--- config.mk ---
export PLATFORM = sky130hd
export DESIGN_NAME = regbank_dump_sequencer
export DESIGN_NICKNAME = d
export VERILOG_FILES = /design/src/rtl/regbank_dump_sequencer.sv
export SDC_FILE = /design/constraint.sdc
export NUM_CORES = 1
export LEC_CHECK = 0
export BUFFER_PORTS_ARGS = -buffer_cell sky130_fd_sc_hd__clkbuf_2
export CORE_UTILIZATION = 50
export DETAILED_ROUTE_END_ITERATION = 7
export PLACE_DENSITY_LB_ADDON = 0.3
export SLEW_MARGIN = 20
export SYNTH_ARGS = -nofsm -noshare
export SYNTH_HDL_FRONTEND = slang
export SYNTH_SLANG_ARGS = --single-unit
export TNS_END_PERCENT = 100
--- constraint.sdc ---
create_clock -name clk -period 2.09 [get_ports clk]
set_input_delay 0.418 -clock clk [delete_from_list [all_inputs] [get_ports clk]]
set_output_delay 0.418 -clock clk [all_outputs]
set_load 0.1 [all_outputs]
--- src/rtl/regbank_dump_sequencer.sv ---
// ---------------------------------------------------------------------------
// regbank_dump_sequencer
//
// Debug-side controller that dumps the whole CPU register file over the UART.
// On a start request it stalls the pipeline and waits for the drain
// acknowledge. It then sends a sync header byte and walks every register
// address through read port A of the register bank, streaming each word to
// the UART transmitter most significant byte first. A one-cycle done pulse
// closes the dump and releases the pipeline.
//
// Ports
//   clk          system clock
//   rst          asynchronous active-high reset, drops any dump in flight
//   i_start      dump request, only looked at while idle
//   i_stall_ack  pipeline drained and halted (level)
//   i_rd_data    register bank read port A data (o_reg_A)
//   i_tx_ready   UART TX can accept a byte this cycle
//   o_stall_req  pipeline stall request, high from WAIT_ACK through DONE
//   o_rd_sel     debug owns the read-port-A address mux
//   o_rd_dir     read-port-A address
//   o_tx_data    byte offered to the UART TX
//   o_tx_valid   o_tx_data is valid
//   o_busy       high in every state except IDLE
//   o_done       one-cycle pulse when the dump has completed
// ---------------------------------------------------------------------------
module regbank_dump_sequencer #(
    parameter int         SIZE          = 32,
    parameter int         NUM_REGISTERS = 32,
    parameter int         SIZE_REG_DIR  = $clog2(NUM_REGISTERS),
    parameter logic [7:0] HEADER        = 8'hA5
) (
    input  logic                    clk,
    input  logic                    rst,
    input  logic                    i_start,
    input  logic                    i_stall_ack,
    input  logic [SIZE-1:0]         i_rd_data,
    input  logic                    i_tx_ready,
    output logic                    o_stall_req,
    output logic                    o_rd_sel,
    output logic [SIZE_REG_DIR-1:0] o_rd_dir,
    output logic [7:0]              o_tx_data,
    output logic                    o_tx_valid,
    output logic                    o_busy,
    output logic                    o_done
);

    localparam int NUM_BYTES = SIZE / 8;
    localparam int CNT_W     = (NUM_BYTES > 1) ? $clog2(NUM_BYTES) : 1;

    localparam logic [CNT_W-1:0]        LAST_BYTE = CNT_W'(NUM_BYTES - 1);
    localparam logic [SIZE_REG_DIR-1:0] LAST_REG  = SIZE_REG_DIR'(NUM_REGISTERS - 1);

    typedef enum logic [2:0] {
        ST_IDLE,
        ST_WAIT_ACK,
        ST_HDR,
        ST_ADDR,
        ST_LATCH,
        ST_SEND,
        ST_DONE
    } state_t;

    state_t                  r_state;
    logic [SIZE_REG_DIR-1:0] r_index;
    logic [CNT_W-1:0]        r_count;
    logic [SIZE-1:0]         r_latch;
    logic                    r_stall_req;
    logic                    r_rd_sel;
    logic [7:0]              r_tx_data;
    logic                    r_tx_valid;
    logic                    r_busy;
    logic                    r_done;

    logic                    w_tx_handshake;
    logic                    w_last_byte;
    logic                    w_last_reg;
    logic [CNT_W:0]          w_count_inc;
    logic [SIZE-1:0]         w_shifted;
    logic [7:0]              w_next_byte;

    // A byte leaves only when the offered byte meets a ready UART at the edge.
    // The next byte of the latched word is picked by shifting the word left by
    // the byte position that follows the current one; the extra count bit
    // keeps the position from wrapping before it is scaled to a bit offset.
    assign w_tx_handshake = r_tx_valid & i_tx_ready;
    assign w_last_byte    = (r_count == LAST_BYTE);
    assign w_last_reg     = (r_index == LAST_REG);
    assign w_count_inc    = {1'b0, r_count} + 1'b1;
    assign w_shifted      = r_latch << {w_count_inc, 3'b000};
    assign w_next_byte    = w_shifted[SIZE-1 -: 8];

    // Dump sequencer. All outputs are registers that are loaded on the same
    // edge that enters the state they belong to, so every output is already
    // correct in the first cycle of its state. The address register doubles
    // as o_rd_dir, which keeps the address steady through ADDR, LATCH and
    // SEND. The bank refreshes port A on the falling edge inside ADDR, so the
    // word is safely captured on the edge that leaves LATCH, and the first
    // byte is loaded straight from the bank data on that same edge.
    always_ff @(posedge clk or posedge rst) begin
        if (rst) begin
            r_state     <= ST_IDLE;
            r_index     <= '0;
            r_count     <= '0;
            r_latch     <= '0;
            r_stall_req <= 1'b0;
            r_rd_sel    <= 1'b0;
            r_tx_data   <= 8'h00;
            r_tx_valid  <= 1'b0;
            r_busy      <= 1'b0;
            r_done      <= 1'b0;
        end else begin
            r_done <= 1'b0;
            case (r_state)
                ST_IDLE: begin
                    if (i_start) begin
                        r_state     <= ST_WAIT_ACK;
                        r_stall_req <= 1'b1;
                        r_busy      <= 1'b1;
                    end
                end

                ST_WAIT_ACK: begin
                    if (i_stall_ack) begin
                        r_state    <= ST_HDR;
                        r_index    <= '0;
                        r_tx_valid <= 1'b1;
                        r_tx_data  <= HEADER;
                    end
                end

                ST_HDR: begin
                    if (w_tx_handshake) begin
                        r_state    <= ST_ADDR;
                        r_tx_valid <= 1'b0;
                        r_rd_sel   <= 1'b1;
                    end
                end

                ST_ADDR: begin
                    r_state <= ST_LATCH;
                end

                ST_LATCH: begin
                    r_state    <= ST_SEND;
                    r_latch    <= i_rd_data;
                    r_count    <= '0;
                    r_tx_valid <= 1'b1;
                    r_tx_data  <= i_rd_data[SIZE-1 -: 8];
                end

                ST_SEND: begin
                    if (w_tx_handshake) begin
                        if (!w_last_byte) begin
                            r_count   <= r_count + 1'b1;
                            r_tx_data <= w_next_byte;
                        end else if (w_last_reg) begin
                            r_state    <= ST_DONE;
                            r_tx_valid <= 1'b0;
                            r_done     <= 1'b1;
                        end else begin
                            r_state    <= ST_ADDR;
                            r_tx_valid <= 1'b0;
                            r_index    <= r_index + 1'b1;
                        end
                    end
                end

                ST_DONE: begin
                    r_state     <= ST_IDLE;
                    r_stall_req <= 1'b0;
                    r_rd_sel    <= 1'b0;
                    r_busy      <= 1'b0;
                    r_index     <= '0;
                end

                default: begin
                    r_state <= ST_IDLE;
                end
            endcase
        end
    end

    // Outputs come straight from their registers.
    assign o_stall_req = r_stall_req;
    assign o_rd_sel    = r_rd_sel;
    assign o_rd_dir    = r_index;
    assign o_tx_data   = r_tx_data;
    assign o_tx_valid  = r_tx_valid;
    assign o_busy      = r_busy;
    assign o_done      = r_done;

endmodule

==> qor.yml <==
fin_skew_ns: 0.00810
gp_congestion: 0.869
grt_busiest_layer: "met2"
drv_slew: 0
synth_seq_cells: 54
start_util: 0.529
grt_first_pass_wirelength_mm: 8.95
max-vdd-ir-drop_v: 0.000740
io_buffers: 54
total_power_mw: 4.74
use_met1: 0.282
die_w_um: 73.4
required_ns: 2.28
rows: 25
yosysWarnings: 0
h-tree-depth: 2
synth_edf_count: 0
remaining_drc_errors: 0
cts_made_buffers: 5
syn-num-nets: 308
outcome: "completed"
fp.dieH_um: 73.4
startpoint: "o_rd_dir[1]"
p_leak_nw: 1.53
cts.clk_slew.worst_paths_ns: 0.09
ff_latch_area_sq_um: 1360
startpoint_type: "flip-flop"
fin_cells: 389
synth_seq_area_share: 0.530
globalRouteMet2Util: 0.370
die_area_sq_um: 5380
r2r_start: "o_rd_dir[1]"
grt_max_degree: 40
grt_pass1_vias: 2009
wl_per_cell_um: 13.6
drv_cap: 0
cts.sinks: 54
fin_crit_ns: 1.91
cts_tree: "done"
netlist_instances: 268
worst_slew_pin_slew_ns: 0.564
timing.final.crit_share: 0.914
setup_ws_ns: 0.179
hold_buffers: 0
post_cts_resized: 0
filler_cell_count: 439
drt_iter0_markers: 94
critPathArrivalTime_ns: 2.11
ys_async_sr_fraction: 1.00
max-clock-path-buffers: 2
gr-total-overflow: 0
drt_pre_antenna_iters: 4
vias_per_cell: 5.19
rsz0062_at_grt: "no"
crit_fanout: 4
crit_type: "reg2reg"
drive_gt1_frac: 0.286
ios: 55
placed_cells: 381
grtUsageTotal: 0.219
clk_latency_ns: 0.31
hold_viol_final: 0
dp.final_hpwl_mm: 3.70
routed_wl_mm: 5.30
avgSynthCellArea_sq_um: 9.51
hold_path.class: "in2async"
synthFlopType: "dfrtp_1"
powerDensity_nw_per_um2: 1560
setup_tns_ns: 0
n_antenna_cell: 0
slew_headroom: 0.624
fmax_mhz: 523
ant_nets: 0
crit_path_end_kind: "flip-flop"
cts_setup_buffers: 0
multi_input_area_sq_um: 1130
cts_root_buffer: "clkbuf_8"
antenna_found_initial: 0
vias: 2019
synth_cell_types: 41
coreArea_sq_um: 4820
place_ws_ns: 0.199
netlist_area_sq_um: 2550
setup_viol: 0
syn_to_final_growth_pct: 19.1
fin_nets: 361
met3_usage: 0.0466
[where the power goes]
part,switching (mW),internal (mW)
clock network,0.339,0.358
logic,1.47,0.762
registers,0.338,1.47
total,2.15,2.59
[placed cells by master, fill, tap and decap left out, drive strengths merged, types with 2 or more instances in the layout]
| cell type | Yosys | layout |
|---|---|---|
| nand2b | 2 | 2 |
| a22oi | 4 | 4 |
| nand3b | 2 | 2 |
| o21ai | 8 | 8 |
| o22ai | 2 | 2 |
| and3 | 3 | 3 |
| a22o | 2 | 2 |
| ha | 3 | 3 |
| nand2 | 110 | 110 |
| a21oi | 8 | 8 |
| nor2 | 10 | 10 |
| dfrtp | 54 | 54 |
| inv | 6 | 6 |
| mux2i | 2 | 2 |
| and4bb | 3 | 3 |
| nor3 | 2 | 2 |
| clkbuf | 3 | 60 |
| a31oi | 4 | 4 |
| nand3 | 6 | 6 |
| mux4 | 7 | 7 |
| nor2b | 3 | 3 |
| buf | 11 | 6 |
[worst paths after layout]
kind	to	slack [ns]	depth (start not counted)
setup reg to reg	o_rd_dir[0]	0.18	7
hold / removal	o_busy	0.06	2
hold reg to reg	r_latch[2]	0.48	2
setup / recovery	o_rd_dir[0]	0.18	7
max in group asynchronous	r_latch[28]	1.52	3
min in group clk	r_latch[6]	0.29	3
[cells in the mapped netlist, types with 2 or more instances]
library cell  number  area share
nand2_1          110        0.16
dfrtp_1           54        0.53
buf_2              9       0.018
nor2_1             9       0.013
a21oi_1            8       0.016
mux4_2             7       0.062
inv_1              6      0.0088
nand3_1            6       0.012
o21ai_0            6       0.012
a22oi_1            4       0.012
a31oi_1            4      0.0098
and3_1             3      0.0074
clkbuf_1           3      0.0044
ha_1               3       0.015
a22o_1             2      0.0069
and4bb_2           2      0.0098
buf_4              2      0.0059
mux2i_1            2      0.0079
nand2b_1           2      0.0049
nand3b_2           2      0.0088
nor2b_1            2      0.0049
nor3_1             2      0.0039
o22ai_1            2      0.0049
[final cells by class]
type	instances	share of cell area
inverter	6	0.00742
clock inverter	2	0.0124
clock buffer	6	0.0239
multi-input combinational	194	0.373
sequential	54	0.447
tap	67	0.0276
timing repair buffer	60	0.108
[sequential cells by signal (all words and copies together) (netlist names)]
signal,flops
o_rd_sel,1
o_done,1
o_rd_dir,5
o_tx_data,8
r_count,2
r_state,3
r_latch,32
o_tx_valid,1
o_busy,1
[logic make-up (layout without fill, tap and decap cells)]
family / count (synthesis) / after routing / synth area share
buf+inv: 20 / 74 / 0.0368
flops: 54 / 54 / 0.530
simple gates: 145 / 145 / 0.249
fa+ha+maj: 3 / 3 / 0.0147
mux: 10 / 10 / 0.0742
compound gates: 36 / 36 / 0.0953
[critical path, stage by stage, from the launching register on]
cell,delay [ns]
dfrtp_2,0.45
ha_4,0.17
and3_4,0.18
ha_4,0.16
and4bb_2,0.32
a211o_1,0.17
o21ai_2,0.09
mux2_2,0.26
[layer usage]
metal	wire, um	vias to the layer above
met4	57	0
met3	219	6
met1	2420	943
met5	0	-
li1	-	1010
met2	2610	60
[per-stage QoR]
stage          area, sq um  utilization  hold slack (ns)
5_1_grt               3030        0.630           0.0826
3_5_place_dp          2920        0.607            0.405
2_1_floorplan         2580            -            0.440
4_1_cts               3030        0.630           0.0700
6_report              3030        0.630           0.0600
3_3_place_gp          2920        0.607            0.399
(Power assumes the default switching activity.)
